--- src/rtl/regfile_dump.sv ---
// Register-file dump sequencer: walks an inclusive, wrapping address range over
// a registered read port and streams {addr,data} through a 2-entry output FIFO.
`timescale 1ns/1ps
module regfile_dump #(
  parameter int ADDR_W     = 5,
  parameter int DATA_W     = 32,
  parameter int FIFO_DEPTH = 2
) (
  input  logic              clk,
  input  logic              rst_n,
  input  logic              start,
  input  logic [ADDR_W-1:0] first_addr,
  input  logic [ADDR_W-1:0] last_addr,
  output logic [ADDR_W-1:0] rf_addr,
  input  logic [DATA_W-1:0] rf_data,
  output logic              out_valid,
  input  logic              out_ready,
  output logic [DATA_W-1:0] out_data,
  output logic [ADDR_W-1:0] out_addr,
  output logic              busy,
  output logic              done
);

  typedef enum logic [1:0] {S_IDLE, S_RUN, S_FINISH} state_t;

  state_t                              r_state, w_next;
  logic [ADDR_W-1:0]                   r_rf_addr;
  logic [ADDR_W:0]                     r_remaining;
  logic                                r_inflight;
  logic [ADDR_W-1:0]                   r_if_addr;
  logic [FIFO_DEPTH-1:0][DATA_W-1:0]   r_fd;
  logic [FIFO_DEPTH-1:0][ADDR_W-1:0]   r_fa;
  logic                                r_wptr, r_rptr;
  logic [1:0]                          r_count;

  logic              w_pop, w_push, w_issue, w_start, w_last_pop;
  logic [2:0]        w_level;
  logic [ADDR_W-1:0] w_span;

  assign w_pop   = out_valid & out_ready;
  assign w_push  = r_inflight;
  // Slots committed after this edge: buffered + word arriving from the file - word leaving.
  assign w_level = {1'b0, r_count} + {2'b0, r_inflight} - {2'b0, w_pop};
  assign w_issue = (r_state == S_RUN) && (r_remaining != '0) && (w_level < 3'd2);
  assign w_start = start && (r_state != S_RUN);
  assign w_span  = last_addr - first_addr;
  assign w_last_pop = (r_state == S_RUN) && (r_remaining == '0) && !r_inflight &&
                      (r_count == 2'd1) && w_pop;

  always_ff @(posedge clk or negedge rst_n) begin
    if (!rst_n) r_state <= S_IDLE;
    else        r_state <= w_next;
  end

  always_comb begin
    w_next = r_state;
    case (r_state)
      S_IDLE:   if (start) w_next = S_RUN;
      S_RUN:    if (w_last_pop) w_next = S_FINISH;
      S_FINISH: w_next = start ? S_RUN : S_IDLE;
      default:  w_next = S_IDLE;
    endcase
  end

  always_comb begin
    busy = (r_state == S_RUN);
    done = (r_state == S_FINISH);
  end

  always_ff @(posedge clk or negedge rst_n) begin
    if (!rst_n) begin
      r_rf_addr   <= '0;
      r_remaining <= '0;
      r_inflight  <= 1'b0;
      r_if_addr   <= '0;
    end else begin
      r_inflight <= w_issue;
      if (w_start) begin
        r_rf_addr   <= first_addr;
        r_remaining <= {1'b0, w_span} + (ADDR_W+1)'(1);
      end else if (w_issue) begin
        r_if_addr   <= r_rf_addr;
        r_rf_addr   <= r_rf_addr + ADDR_W'(1);
        r_remaining <= r_remaining - (ADDR_W+1)'(1);
      end
    end
  end

  always_ff @(posedge clk or negedge rst_n) begin
    if (!rst_n) begin
      r_fd    <= '0;
      r_fa    <= '0;
      r_wptr  <= 1'b0;
      r_rptr  <= 1'b0;
      r_count <= '0;
    end else begin
      if (w_push) begin
        r_fd[r_wptr] <= rf_data;
        r_fa[r_wptr] <= r_if_addr;
        r_wptr       <= ~r_wptr;
      end
      if (w_pop) r_rptr <= ~r_rptr;
      case ({w_push, w_pop})
        2'b10:   r_count <= r_count + 2'd1;
        2'b01:   r_count <= r_count - 2'd1;
        default: r_count <= r_count;
      endcase
    end
  end

  assign rf_addr   = r_rf_addr;
  assign out_valid = (r_count != 2'd0);
  assign out_data  = r_fd[r_rptr];
  assign out_addr  = r_fa[r_rptr];

endmodule
--- config.mk ---
export PLATFORM = sky130hd
export DESIGN_NAME = regfile_dump
export DESIGN_NICKNAME = d
export VERILOG_FILES = /design/src/rtl/regfile_dump.sv
export SDC_FILE = /design/constraint.sdc
export NUM_CORES = 1
export LEC_CHECK = 0
export BUFFER_PORTS_ARGS = -buffer_cell sky130_fd_sc_hd__clkbuf_2
export CAP_MARGIN = 30
export CELL_PAD_IN_SITES_DETAIL_PLACEMENT = 0
export CELL_PAD_IN_SITES_GLOBAL_PLACEMENT = 1
export CORE_MARGIN = 4
export CORE_UTILIZATION = 46
export CTS_BUF_LIST = sky130_fd_sc_hd__clkbuf_8
export CTS_CLUSTER_DIAMETER = 60
export DETAILED_ROUTE_END_ITERATION = 8
export PLACE_DENSITY = 0.87
export REMOVE_ABC_BUFFERS = 1
export SLEW_MARGIN = 20
export SYNTH_ARGS = -nofsm -noshare
export SYNTH_HDL_FRONTEND = slang
export SYNTH_SLANG_ARGS = --single-unit
--- constraint.sdc ---
create_clock -name clk -period 3.6 [get_ports clk]
set_input_delay 0.54 -clock clk [delete_from_list [all_inputs] [get_ports clk]]
set_output_delay 0.54 -clock clk [all_outputs]
set_load 0.01 [all_outputs]
==> reports/metrics.yaml, run 1 <==
outcome: "complete, no violations"
report.final.setup_viol: 0
drive_above_1_share_pct: 51.5
core-area_mm2: 0.00973
synth-seq-area-share_pct: 53.3
synth.cell_area_mm2: 0.00455
arrival_ps: 3310
worst_path_largest_cell_delay_ps: 430
p_clk_share_pct: 14.8
slew_headroom_pct: 56.2
synth_area_leaders: "dfrtp_1, mux2_2, ha_1, xnor2_1, nand2_1"
clock-sinks: 97
grt_pass1_wl_mm: 14.3
netlist_instances: 343
via_per_inst: 5.10
dp_hpwl_mm: 6.27
synth_ff_type: "dfrtp_1"
wl_per_cell_um: 15.2
power.switching_uw: 1820
period_minus_slack_ps: 3100
synth_top_area_share_pct: 53.3
fin_util_pct: 55.7
sequentialPowerShare_pct: 37.9
drt_iter0_drc: 102
hold_violations: 0
ys_warn_count: 0
p_leak_uw: 0.00252
numCtsBuffers: 9
post_cts_buffers: 0
grt_pass1_vias: 3043
num_vias: 2927
synth_edf_count: 0
r2r_start: "r_count[1]"
synth_seq_cells: 97
max_clock_freq_mhz: 322
nNetsFinal: 496
internal_power_uw: 3300
syn_to_final_growth_pct: 18.9
hold_ws_ps: 176
critPathTopFamily: "compound AO/OA/AOI/OAI gates"
clk_pin_slew_ps: 90
comb_power_share_pct: 47.3
start_util_pct: 46.8
rrSetupSlack_ps: 500
clock_latency_ps: 350
root_buffer: "clkbuf_8"
cts_resized: 0
grt_setup_unrepaired: "false"
critical_path.max_fanout: 17
die_h_um: 108
grtUsageTotal_pct: 15.6
end_kind: "flip-flop"
yosysMostFrequentCell: "mux2_2"
grt_max_degree: 48
reg2reg_depth: 13
clock_path_buffers: 2
report.final.slew_viol_count: 0
min_period_over_period_pct: 86.2
cts_max_level: 3
fin_skew_ps: 13.9
hold_buffers: 0
min_path_type: "input pin to async pin"
cts_tree: "built"
gp_congestion: 0.762
max_cap_violations: 0
crit_chain: "inv_1 > ha_1 > inv_1 > nand2_1 > nor2_1 > o21ai_0 > fa_1 > xnor2_1 > o2111ai_4 > inv_2 > nor2_1 > o21ai_0 > o311ai_0"
diodes: 0
synth_top_cell_by_area: "dfrtp_1"
required_ps: 3800
pin_count: 91
startpoint: "r_count[1]"
worstMarginPinSlew_ps: 656
drt-total-wl_mm: 8.75
firstDrtPassIters: 4
power_density_mw_per_mm2: 944
fin_setup_tns_ps: 0
path_class: "flip-flop to flip-flop"
cp_num_buf_inv: 3
antenna_left: 0
cp_slowest_cell: "dfrtp_1"
ys_types: 40
die_area_mm2: 0.0116
r2r_end: "rf_addr[3]"
antenna_found_initial: 0
grt_remaining_overflow: 0
finalPower_uw: 5110
io_buffers: 90
p_sw_share_pct: 35.5
synthArstFlopShare_pct: 100
avgSynthCellArea_um2: 13.3
cp.depth: 13
yosys-top-cells-count: "mux2_2, dfrtp_1, nand2_1"
critical_path.startpoint_type: "flip-flop"
drc: 0
endpoint: "rf_addr[3]"
chipWidth_um: 108
fillCellCount: 847
ir_drop_v: 0.000345
num_rows: 36
[how the worst min path moves through the flow]
stage                         to         start
floorplan             r_count[0]         rst_n
global placement    r_if_addr[3]  r_if_addr[3]
detailed placement      r_fd[62]      r_fd[62]
CTS                     r_fd[17]         rst_n
global route            r_fd[33]         rst_n
finish                  r_fd[17]         rst_n
[power groups by stage]
stage	clock [µW]	sequential [µW]	combinational (µW)
floorplan	0	1910	1680
global placement	0	1920	2350
detailed placement	0	1960	2430
CTS	783	1940	2440
global route	823	2010	2670
finish	758	1940	2420
[routing by layer]
layer / track usage (%) / wire length, µm / vias up
li1: - / - / 1392
met1: 21.5 / 3980 / 1448
met2: 25.0 / 4200 / 77
met3: 3.06 / 511 / 10
met4: 4.87 / 62 / 0
met5: 0 / 0 / -
[placed cells by master, fill, tap and decap left out, types with 2 or more instances in the layout]
cell type and instances:
mux2i_1 3, buf_4 4, nor4b_1 2, dfrtp_1 97, buf_16 2, inv_1 15
nand2_1 25, o21ai_0 8, a21oi_1 3, nand3_1 4, xnor2_1 12, o22ai_1 3
nor2_1 9, clkbuf_8 9, ha_1 11, bufinv_16 2, mux2_2 111, clkbuf_2 89
inv_6 2, fa_1 2, xor2_1 4
[kinds of logic after synthesis]
logic type               synth area share [%]
AO/OA/AOI/OAI                            3.43
XOR/XNOR                                 3.08
adder cells (fa/ha/maj)                  3.90
buffers and inverters                    2.64
flip-flops                               53.3
multiplexers                             28.1
AND/OR/NAND/NOR                          5.55
[area by class of cell]
type                    instances  area (µm²)  area share, %
repair buffers                 95         531           9.80
inverters                      16        60.1           1.11
well taps                     133         166           3.07
clock inverters                 6        90.1           1.66
multi-input cells             218        2020           37.2
clock buffers                   9         124           2.29
flip-flops and latches         97        2430           44.8
[stage by stage]
step,instances,area [µm²],setup slack (ps)
final,574,5420,499
after global routing,574,5420,116
after CTS,573,5390,451
after detailed placement,558,5170,474
after global placement,557,5150,631
after floorplan,331,4490,840
[registers in the layout (all words and copies together) (netlist names)]
signal and count:
rf_addr 5, r_inflight 1, r_state 2, r_if_addr 5
r_wptr 1, r_fa 10, r_rptr 1, r_remaining 6
r_count 2, r_fd 64
(Power assumes the default switching activity.)
==> run 2: changes to the inputs <==
clock period = 3.4 ns   (was 3.6 ns; I/O delays follow)
==> run 2 against run 1 <==
Compared with the run above:
- total power increased by 5.1%
- wire length up 2.3%
- highest routed layer unchanged
- core utilization shrank 0.23 points
==> reports/metrics.yaml, run 2 (synthesis results as in run 1) <==
die_h_um: 108  # unchanged
via_per_inst: 5.14  # was 5.10
power_density_mw_per_mm2: 996  # was 944 mW/mm²
grt_pass1_wl_mm: 15.2  # was 14.3 mm
cp_num_buf_inv: 3  # unchanged
sequentialPowerShare_pct: 38.5  # was 37.9%
max_cap_violations: 0  # unchanged
dp_hpwl_mm: 6.66  # was 6.27 mm
num_rows: 36  # unchanged
slew_headroom_pct: 53.6  # was 56.2%
drt-total-wl_mm: 8.95  # was 8.75 mm
post_cts_buffers: 0  # unchanged
antenna_found_initial: 0  # unchanged
min_path_type: "input pin to async pin"  # unchanged
chipWidth_um: 108  # unchanged
report.final.slew_viol_count: 0  # unchanged
final_cell_mix: "mux2_2, dfrtp_1, clkbuf_2"  # unchanged
path_class: "flip-flop to flip-flop"  # unchanged
outcome: "complete, no violations"  # unchanged
cp_slowest_cell: "dfrtp_1"  # unchanged
firstDrtPassIters: 4  # unchanged
start_util_pct: 46.8  # unchanged
critPathTopFamily: "compound AO/OA/AOI/OAI gates"  # unchanged
fin_skew_ps: 10.1  # was 13.9 ps
comb_power_share_pct: 47.8  # was 47.3%
core-area_mm2: 0.00973  # unchanged
clk_pin_slew_ps: 90  # about the same
max_clock_freq_mhz: 348  # was 322 MHz
cts_max_level: 3  # unchanged
gp_congestion: 0.772  # was 0.762
grt_pass1_vias: 3236  # was 3043
pin_count: 91  # unchanged
cts_resized: 0  # unchanged
numCtsBuffers: 9  # unchanged
grtUsageTotal_pct: 16.5  # was 15.6%
grt_remaining_overflow: 0  # unchanged
p_leak_uw: 0.00251  # was 0.00252 µW
wl_per_cell_um: 15.5  # was 15.2 µm
hold_violations: 0  # unchanged
fin_setup_tns_ps: 0  # unchanged
clock-sinks: 97  # unchanged
drive_above_1_share_pct: 51.6  # was 51.5%
ir_drop_v: 0.000365  # was 0.000345 V
report.final.setup_viol: 0  # unchanged
largestRegisters: "r_fd x64, r_fa x10, r_remaining x6"  # unchanged
root_buffer: "clkbuf_8"  # unchanged
cts_tree: "built"  # unchanged
drt_iter0_drc: 144  # was 102
period_minus_slack_ps: 2870  # was 3100 ps
die_area_mm2: 0.0116  # unchanged
power.switching_uw: 1920  # was 1820 µW
critical_path.max_fanout: 12  # was 17
critical_path.startpoint_type: "flip-flop"  # unchanged
clock_path_buffers: 2  # unchanged
antenna_left: 0  # unchanged
worstMarginPinSlew_ps: 696  # was 656 ps
io_buffers: 90  # unchanged
num_vias: 2965  # was 2927
worst_path_largest_cell_delay_ps: 430  # about the same
fin_util_pct: 55.4  # was 55.7%
clock_latency_ps: 350  # about the same
end_kind: "flip-flop"  # unchanged
min_period_over_period_pct: 84.5  # was 86.2%
syn_to_final_growth_pct: 18.4  # was 18.9%
grt_max_degree: 57  # was 48
hold_buffers: 0  # unchanged
p_clk_share_pct: 13.7  # was 14.8%
nNetsFinal: 498  # was 496
largest_reg_flops: 64  # unchanged
top_register: "r_fd"  # unchanged
rrSetupSlack_ps: 530  # was 500 ps
required_ps: 3610  # was 3800 ps
arrival_ps: 3080  # was 3310 ps
drc: 0  # unchanged
grt_setup_unrepaired: "false"  # unchanged
layout_commonest_cell: "mux2_2"  # unchanged
internal_power_uw: 3450  # was 3300 µW
diodes: 0  # unchanged
crit_chain: "inv_1 > ha_1 > inv_1 > nand2_1 > nor2_1 > o21ai_0 > fa_1 > xnor2_1 > o2111ai_4 > inv_2 > nor2_1 > o21ai_0 > o311ai_0"  # unchanged
p_sw_share_pct: 35.8  # was 35.5%
==> run 2: cell types whose count changed in the layout (fill, tap and decap cells not counted), sizes merged <==
cell	change
clkinv	+1
bufinv	-1
clkbuf	+1
inv	-1
buf	+2
clkinvlp	+1
==> run 2: final timing paths <==
kind                             from          to  cells after the start
max                        r_count[1]  rf_addr[3]                     13
max reg2reg                r_count[1]  rf_addr[3]                     13
max in group asynchronous       rst_n      r_wptr                      2
min in group clk           rf_data[7]    r_fd[39]                      2
min                             rst_n    r_fd[17]                      1
min reg2reg                r_state[0]  r_state[0]                      1
==> run 2: cell type report <==
class	instances	area (µm²)
fillers	867	4340
flip-flops and latches	97	2430
multi-input cells	218	2020
repair buffers	97	526
well taps	133	166
clock buffers	10	138
inverters	16	60.1
clock inverters	6	58.8
==> run 2: per-stage QoR <==
stage / power (µW) / setup slack (ps) / cells / cell area, µm² / hold WS, ps
final: 5370 / 528 / 577 / 5390 / 207
after global routing: 5780 / 130 / 577 / 5390 / 255
after CTS: 5420 / 488 / 576 / 5370 / 218
after detailed placement: 4680 / 488 / 560 / 5170 / 488
after global placement: 4560 / 622 / 560 / 5170 / 479
after floorplan: 3810 / 640 / 331 / 4490 / 214
==> run 2: power by group through the flow <==
stage | logic, µW | clock network, µW | registers [µW]
2_1_floorplan | 1780 | 0 | 2030
3_3_place_gp | 2520 | 0 | 2040
3_5_place_dp | 2590 | 0 | 2090
4_1_cts | 2600 | 757 | 2070
5_1_grt | 2840 | 793 | 2150
6_report | 2570 | 734 | 2070
==> run 2: metal layers <==
layer	global-route usage, %	vias up	share of wire (%)
met4	5.23	0	1.1
met2	27.9	72	49
met3	3.30	11	5.6
met1	21.3	1484	44
li1	-	1398	-
met5	0	-	0
